`config.mk`:
```
export PLATFORM = sky130hd
export DESIGN_NAME = fetch_responder_flat
export DESIGN_NICKNAME = d
export VERILOG_FILES = /design/src/rtl/fetch_responder_if.sv /design/src/rtl/fetch_responder.sv /design/src/flat_wrapper.sv
export SDC_FILE = /design/constraint.sdc
export NUM_CORES = 1
export LEC_CHECK = 0
export ABC_AREA = 1
export CORE_UTILIZATION = 25
export CTS_CLUSTER_DIAMETER = 100
export DETAILED_ROUTE_END_ITERATION = 8
export PLACE_DENSITY = 0.49
export SETUP_SLACK_MARGIN = 0.15
export SYNTH_ARGS = -nofsm -noshare
export SYNTH_HDL_FRONTEND = slang
export SYNTH_SLANG_ARGS = --single-unit
```
`constraint.sdc`:
```
create_clock -name phi1 -period 3.22 [get_ports phi1]
set_input_delay 0.483 -clock phi1 [delete_from_list [all_inputs] [get_ports phi1]]
set_output_delay 0.483 -clock phi1 [all_outputs]
set_load 0.005 [all_outputs]
```
`src/rtl/fetch_responder_if.sv`:
```
// fetch_responder_if
//   Groups the request, register-source, memory-bus and response signals of
//   the fetch read channel.
//   master : the surrounding environment (fetcher, register file, memory map)
//   slave  : the responder
//   Signals:
//     req / req_sel / req_addr / req_ready : tagged request handshake
//     x_reg / y_reg                        : register sources
//     mem_rd / mem_addr / mem_rdata / mem_ready : external ready/wait read bus
//     rsp_valid / rsp_data / rsp_err       : one-byte response per request
interface fetch_responder_if #(
  parameter int REG_WIDTH  = 8,
  parameter int ADDR_WIDTH = 16
);
  logic                  req;
  logic [3:0]            req_sel;
  logic [ADDR_WIDTH-1:0] req_addr;
  logic                  req_ready;
  logic [REG_WIDTH-1:0]  x_reg;
  logic [REG_WIDTH-1:0]  y_reg;
  logic                  mem_rd;
  logic [ADDR_WIDTH-1:0] mem_addr;
  logic [REG_WIDTH-1:0]  mem_rdata;
  logic                  mem_ready;
  logic                  rsp_valid;
  logic [REG_WIDTH-1:0]  rsp_data;
  logic                  rsp_err;

  modport master (
    output req, req_sel, req_addr, x_reg, y_reg, mem_rdata, mem_ready,
    input  req_ready, mem_rd, mem_addr, rsp_valid, rsp_data, rsp_err
  );

  modport slave (
    input  req, req_sel, req_addr, x_reg, y_reg, mem_rdata, mem_ready,
    output req_ready, mem_rd, mem_addr, rsp_valid, rsp_data, rsp_err
  );
endinterface

```
`src/rtl/fetch_responder.sv`:
```
// fetch_responder
//   In-order read responder for the instruction fetcher. Requests are queued
//   in a 2-entry FIFO and serviced from the head: register selectors answer on
//   the next edge, memory selectors wait on mem_ready with a bounded timeout,
//   anything else answers with an error. Exactly one response per accepted
//   request.
//   Ports:
//     phi1  : clock, rising edge
//     reset : asynchronous active-high reset
//     bus   : fetch_responder_if.slave (request, register, memory, response)
module fetch_responder #(
  parameter int         REG_WIDTH  = 8,
  parameter int         ADDR_WIDTH = 16,
  parameter int         TIMEOUT    = 15,
  parameter logic [3:0] SEL_MEM    = 4'd1,
  parameter logic [3:0] SEL_X      = 4'd2,
  parameter logic [3:0] SEL_Y      = 4'd3
) (
  input  logic              phi1,
  input  logic              reset,
  fetch_responder_if.slave  bus
);

  localparam logic [7:0] WAIT_LAST = 8'(TIMEOUT - 1);

  logic [1:0]            r_count;
  logic                  r_wr_ptr;
  logic                  r_rd_ptr;
  logic [3:0]            r_sel  [2];
  logic [ADDR_WIDTH-1:0] r_addr [2];
  logic [7:0]            r_wait;
  logic                  r_rsp_valid;
  logic [REG_WIDTH-1:0]  r_rsp_data;
  logic                  r_rsp_err;

  logic                  w_busy;
  logic                  w_head_mem;
  logic                  w_timeout;
  logic                  w_push;
  logic                  w_pop;
  logic                  w_err;
  logic [REG_WIDTH-1:0]  w_data;
  logic [3:0]            w_head_sel;
  logic [ADDR_WIDTH-1:0] w_head_addr;

  assign w_head_sel  = r_sel[r_rd_ptr];
  assign w_head_addr = r_addr[r_rd_ptr];
  assign w_busy      = (r_count != 2'd0);
  assign w_head_mem  = w_busy && (w_head_sel == SEL_MEM);
  assign w_timeout   = (r_wait == WAIT_LAST);

  // Ready depends on occupancy only, so a same-edge pop does not open a slot.
  assign bus.req_ready = (r_count < 2'd2);
  assign w_push        = bus.req && bus.req_ready;

  // Memory strobe follows the head combinationally, so clearing count on
  // reset drops it immediately.
  assign bus.mem_rd   = w_head_mem;
  assign bus.mem_addr = w_head_mem ? w_head_addr : '0;

  assign bus.rsp_valid = r_rsp_valid;
  assign bus.rsp_data  = r_rsp_data;
  assign bus.rsp_err   = r_rsp_err;

  // Head service decision: whether the head completes on this edge and with
  // which byte. mem_ready takes priority over the timeout.
  always_comb begin
    w_pop  = 1'b0;
    w_data = '0;
    w_err  = 1'b0;
    if (w_busy) begin
      if (w_head_sel == SEL_X) begin
        w_pop  = 1'b1;
        w_data = bus.x_reg;
      end else if (w_head_sel == SEL_Y) begin
        w_pop  = 1'b1;
        w_data = bus.y_reg;
      end else if (w_head_sel == SEL_MEM) begin
        if (bus.mem_ready) begin
          w_pop  = 1'b1;
          w_data = bus.mem_rdata;
        end else if (w_timeout) begin
          w_pop  = 1'b1;
          w_data = '1;
          w_err  = 1'b1;
        end
      end else begin
        w_pop = 1'b1;
        w_err = 1'b1;
      end
    end
  end

  // Control and response registers
  always_ff @(posedge phi1 or posedge reset) begin
    if (reset) begin
      r_count     <= 2'd0;
      r_wr_ptr    <= 1'b0;
      r_rd_ptr    <= 1'b0;
      r_wait      <= 8'd0;
      r_rsp_valid <= 1'b0;
      r_rsp_data  <= '0;
      r_rsp_err   <= 1'b0;
    end else begin
      case ({w_push, w_pop})
        2'b10:   r_count <= r_count + 2'd1;
        2'b01:   r_count <= r_count - 2'd1;
        default: r_count <= r_count;
      endcase
      if (w_push) r_wr_ptr <= ~r_wr_ptr;
      if (w_pop)  r_rd_ptr <= ~r_rd_ptr;
      // Counter only advances while a memory read is outstanding.
      if (w_pop || !w_head_mem) r_wait <= 8'd0;
      else                      r_wait <= r_wait + 8'd1;
      r_rsp_valid <= w_pop;
      if (w_pop) begin
        r_rsp_data <= w_data;
        r_rsp_err  <= w_err;
      end
    end
  end

  // Queue storage; contents are only meaningful while counted.
  always_ff @(posedge phi1) begin
    if (w_push) begin
      r_sel[r_wr_ptr]  <= bus.req_sel;
      r_addr[r_wr_ptr] <= bus.req_addr;
    end
  end

endmodule

```
`src/flat_wrapper.sv`:
```
// flat-port wrapper written by rule: the top's interface ports become plain ports
module fetch_responder_flat 
#(
  parameter int         REG_WIDTH  = 8,
  parameter int         ADDR_WIDTH = 16,
  parameter int         TIMEOUT    = 15,
  parameter logic [3:0] SEL_MEM    = 4'd1,
  parameter logic [3:0] SEL_X      = 4'd2,
  parameter logic [3:0] SEL_Y      = 4'd3
)
  (phi1, reset, bus_req, bus_req_sel, bus_req_addr, bus_x_reg, bus_y_reg, bus_mem_rdata, bus_mem_ready, bus_req_ready, bus_mem_rd, bus_mem_addr, bus_rsp_valid, bus_rsp_data, bus_rsp_err);
  fetch_responder_if #(.REG_WIDTH(REG_WIDTH), .ADDR_WIDTH(ADDR_WIDTH)) bus_i ();
  input  logic phi1;
  input  logic reset;
  input wire logic [$bits(bus_i.req)-1:0] bus_req;
  input wire logic [$bits(bus_i.req_sel)-1:0] bus_req_sel;
  input wire logic [$bits(bus_i.req_addr)-1:0] bus_req_addr;
  input wire logic [$bits(bus_i.x_reg)-1:0] bus_x_reg;
  input wire logic [$bits(bus_i.y_reg)-1:0] bus_y_reg;
  input wire logic [$bits(bus_i.mem_rdata)-1:0] bus_mem_rdata;
  input wire logic [$bits(bus_i.mem_ready)-1:0] bus_mem_ready;
  output wire logic [$bits(bus_i.req_ready)-1:0] bus_req_ready;
  output wire logic [$bits(bus_i.mem_rd)-1:0] bus_mem_rd;
  output wire logic [$bits(bus_i.mem_addr)-1:0] bus_mem_addr;
  output wire logic [$bits(bus_i.rsp_valid)-1:0] bus_rsp_valid;
  output wire logic [$bits(bus_i.rsp_data)-1:0] bus_rsp_data;
  output wire logic [$bits(bus_i.rsp_err)-1:0] bus_rsp_err;
  assign bus_i.req = bus_req;
  assign bus_i.req_sel = bus_req_sel;
  assign bus_i.req_addr = bus_req_addr;
  assign bus_i.x_reg = bus_x_reg;
  assign bus_i.y_reg = bus_y_reg;
  assign bus_i.mem_rdata = bus_mem_rdata;
  assign bus_i.mem_ready = bus_mem_ready;
  assign bus_req_ready = bus_i.req_ready;
  assign bus_mem_rd = bus_i.mem_rd;
  assign bus_mem_addr = bus_i.mem_addr;
  assign bus_rsp_valid = bus_i.rsp_valid;
  assign bus_rsp_data = bus_i.rsp_data;
  assign bus_rsp_err = bus_i.rsp_err;
  fetch_responder #(.REG_WIDTH(REG_WIDTH), .ADDR_WIDTH(ADDR_WIDTH), .TIMEOUT(TIMEOUT), .SEL_MEM(SEL_MEM), .SEL_X(SEL_X), .SEL_Y(SEL_Y)) u_core (.phi1(phi1), .reset(reset), .bus(bus_i));
endmodule
```
==> impl_metrics.csv, run 1 <==
group,metric,value,unit
status,status,"completed",
cts,clock_path_buffers,2,
synthesis,ys_types,26,
cts,cts-root-buf,"clkbuf_16",
worst_setup_path,reg2reg_depth,12,
cts,post_cts_buffers,0,
placement,dp_cells,498,
cts,cts-resized-gates,0,
grt,grt_pass1_wl,10500,um
sta,setup_viol,0,
cts,numClockSinks,62,
worst_setup_path,rrSetupSlack,1260,ps
final_layout,multi_input_area,947,sq um
placement,hpwl,4710,um
cts,cts_hold_buf,0,
cts,clock_tree.htree_level_count,3,
final_layout,layoutNonFillerInstCount,513,
worst_setup_path,critPathTopFamily,"buffers and inverters",
synthesis,synth_edf_count,40,
worst_setup_path,critPathBufInv,3,
worst_setup_path,path_cells,"inv_2 > nand2_1 > nand2_2 > nand3_4 > nor2_8 > inv_4 > a21oi_1 > clkdlybuf4s50_1",
power,clock_power_share,0.284,
sta,finalHoldViolCount,0,
worst_setup_path,critPathKind,"flop to primary output",
detailed_routing,wl_per_cell,12.6,um
cts,clkTransAtPathRegs,50,ps
die,die_w,109,um
grt,grtUsageTotal,0.120,
placement,io_buffer_count,75,
synthesis,syn_area_per_cell,9.96,sq um
worst_setup_path,timing.rr.start,"u_core.r_rd_ptr$_DFFE_PP0P_",
hold_path,hold_depth,2,
power,p_leak,0.00159,uW
hold_path,hold_path.class,"flop to flop",
synthesis,yosysTopAreaCellShare,0.423,
synthesis,syn_inst,285,
final_layout,nNetsFinal,420,
cts,cts_tree,"built",
worst_setup_path,cp_max_fo,16,
synthesis,syn_nets,336,
sta,finClkSkew,5.96,ps
detailed_routing,first_pass_iters,4,
final_layout,register_area,1750,sq um
die,fp.coreArea,10900,sq um
placement,gp_congestion,0.758,
detailed_routing,num_vias,2101,
synthesis,yosysSeqAreaShare,0.617,
die,die_area,11800,sq um
synthesis,synth_area_leaders,"edfxtp_1, dfrtp_1, nand2_1, nor2_1, a21oi_2",
power,p_switching,937,uW
synthesis,yosys_register_bits,62,
sta,post-route-min-period,2780,ps
power,seq_power_share,0.390,
detailed_routing,drc,0,
worst_setup_path,critPathRequiredTime,2740,ps
power,pwr_density_cell,721,nW/um^2
final_layout,area_delta_synth_final,41.0,%
hold_path,hold_path_end,"u_core.bus.rsp_data[4]$_DFFE_PP0P_",
final_layout,antenna_cells,0,
grt,grt_max_degree,23,
sta,setup-tns-final,0,ps
worst_setup_path,r2r-end,"u_core.r_count[1]$_DFFE_PP0P_",
worst_setup_path,start_kind,"flop",
final_layout,drive_gt1_frac,0.121,
power,switching_share,0.325,
detailed_routing,drt-total-wl,6480,um
sta,max_slew_margin,0.398,
detailed_routing,drtAntennaViolNets,0,
die,io_pins,76,
die,initial_utilization,0.260,
cts,insertion_delay,320,ps
worst_setup_path,worstPathArrival,2300,ps
power,pwr-share-comb,0.326,
final_layout,fill_cells,1090,
sta,fin_crit_sh,0.864,
grt,antenna_found_initial,0,
synthesis,post-synth-top-area-cell,"edfxtp_1",
synthesis,syn_area,2840,sq um
grt,gr-total-overflow,0,
die,rows,38,
detailed_routing,drtIter0Drc,95,
worst_setup_path,critical-path-slowest-cell,"clkdlybuf4s50_1",
sta,max_freq,359,MHz
die,fp.dieH,109,um
synthesis,ys_warn_count,0,
sta,tightestPinTransition,901,ps
flow_run,maxCapViolCount,0,
worst_setup_path,cpPeakStageDelay,550,ps
sta,slew_violations,0,
cts,cts_buffers,9,
detailed_routing,via_per_inst,4.10,
power,p_int,1950,uW
synthesis,async_reset_ff_frac,0.355,
hold_path,min_from,"u_core.bus.rsp_data[4]$_DFFE_PP0P_",
grt,grt_pass1_vias,2108,
power,ir_drop,0.386,mV
sta,rsz0062_at_grt,"false",
worst_setup_path,crit_path_end_kind,"primary output",
synthesis,synthFlopType,"edfxtp_1",
## flip-flops by register name (all words and copies together) (netlist names)
signal	flops
u_core.bus.rsp_data	8
u_core.r_wait	8
u_core.bus.rsp_err	1
u_core.r_count	2
u_core.r_rd_ptr	1
u_core.r_addr	32
u_core.r_wr_ptr	1
u_core.bus.rsp_valid	1
u_core.r_sel	8
## cell usage after synthesis (2+ instances only)
| cell type | instances |
|---|---|
| edfxtp_1 | 40 |
| o21ai_0 | 10 |
| clkbuf_1 | 2 |
| dfrtp_1 | 22 |
| nand2_1 | 86 |
| a21oi_1 | 7 |
| nand2_2 | 8 |
| inv_2 | 2 |
| nor2_1 | 52 |
| xnor2_1 | 3 |
| nor3_1 | 2 |
| inv_1 | 19 |
| xor2_1 | 4 |
| nand3_1 | 2 |
| buf_6 | 4 |
| ha_1 | 3 |
| a21oi_2 | 10 |
## routing by layer
metal / routed length [um] / global-route usage / vias to the layer above
met5: 0 / 0 / -
met4: 85 / 0.0405 / 0
met3: 212 / 0.0344 / 6
met2: 3220 / 0.192 / 31
met1: 2970 / 0.155 / 981
li1: - / - / 1083
## cells in the final DEF (no fill, tap or decap), drive strengths merged
master / Yosys / routed
nor3: 2 / 2
xnor2: 3 / 3
ha: 3 / 3
clkinv: 0 / 3
clkinvlp: 0 / 2
clkbuf: 2 / 10
o21bai: 1 / 1
buf: 5 / 5
nor2: 54 / 54
clkdlybuf4s50: 0 / 75
inv: 22 / 22
xor2: 5 / 5
nand3: 4 / 4
nand2: 94 / 94
a21oi: 17 / 17
dfrtp: 22 / 22
edfxtp: 40 / 40
o21ai: 11 / 11
## worst max path at each step
stage / from / endpoint / slack (ps) / cells after the start
4_1_cts: u_core.r_rd_ptr$_DFFE_PP0P_ / bus_mem_addr[2] / 370 / 8
2_1_floorplan: u_core.r_rd_ptr$_DFFE_PP0P_ / u_core.r_count[1]$_DFFE_PP0P_ / 1240 / 14
5_1_grt: u_core.r_rd_ptr$_DFFE_PP0P_ / bus_mem_addr[2] / 280 / 8
3_5_place_dp: u_core.r_rd_ptr$_DFFE_PP0P_ / bus_mem_addr[2] / 720 / 8
3_3_place_gp: u_core.r_rd_ptr$_DFFE_PP0P_ / bus_mem_addr[2] / 790 / 8
6_report: u_core.r_rd_ptr$_DFFE_PP0P_ / bus_mem_addr[2] / 440 / 8
## tightest hold or removal path: cells and delay by family, from the launching register on
| family | cells | cell delay, ps |
|---|---|---|
| and+or+nand+nor | 2 | 110 |
| DFF | 1 | 340 |
## power groups by stage
stage,sequential [uW],combinational (uW),clock (uW)
2_1_floorplan,1130,595,0
3_3_place_gp,1140,948,0
3_5_place_dp,1140,963,0
4_1_cts,1130,966,845
5_1_grt,1150,1060,876
6_report,1130,942,820
## area by class of cell
type / instances / area share
Sequential cell: 62 / 0.438
Tap cell: 140 / 0.0438
Timing Repair Buffer: 80 / 0.197
Inverter: 22 / 0.0212
Clock inverter: 5 / 0.00687
Clock buffer: 10 / 0.0572
Multi-Input combinational cell: 194 / 0.237
## metrics by stage
step / setup slack [ps] / power (uW) / util / instance area [sq um] / hold slack (ps)
after global placement: 788 / 2080 / 0.343 / 3750 / 462
after global routing: 277 / 3080 / 0.366 / 4000 / 506
after CTS: 370 / 2940 / 0.366 / 4000 / 486
after detailed placement: 724 / 2100 / 0.343 / 3750 / 471
after floorplan: 1240 / 1720 / - / 2840 / 454
final: 437 / 2890 / 0.366 / 4000 / 480
## logic make-up (layout without fill, tap and decap cells)
| kind of cell | after synthesis | after routing | synth area share |
|---|---|---|---|
| AO/OA/AOI/OAI | 29 | 29 | 0.0652 |
| XOR/XNOR | 8 | 8 | 0.0273 |
| adder cells (fa/ha/maj) | 3 | 3 | 0.0132 |
| buffers and inverters | 29 | 117 | 0.0511 |
| flip-flops | 62 | 62 | 0.617 |
| AND/OR/NAND/NOR | 154 | 154 | 0.226 |
No activity file was read; power rests on OpenSTA's default activity.
==> run 2, diff against run 1 <==
- GPL_ROUTABILITY_DRIVEN: not set -> 0
==> results of run 2 <==
Final layout, timing and power as in run 1 (identical DEF).
==> run 3, diff against run 2 <==
- CTS_CLUSTER_SIZE: not set -> 20
==> results of run 3 <==
Final layout, timing and power as in run 1 (identical DEF).
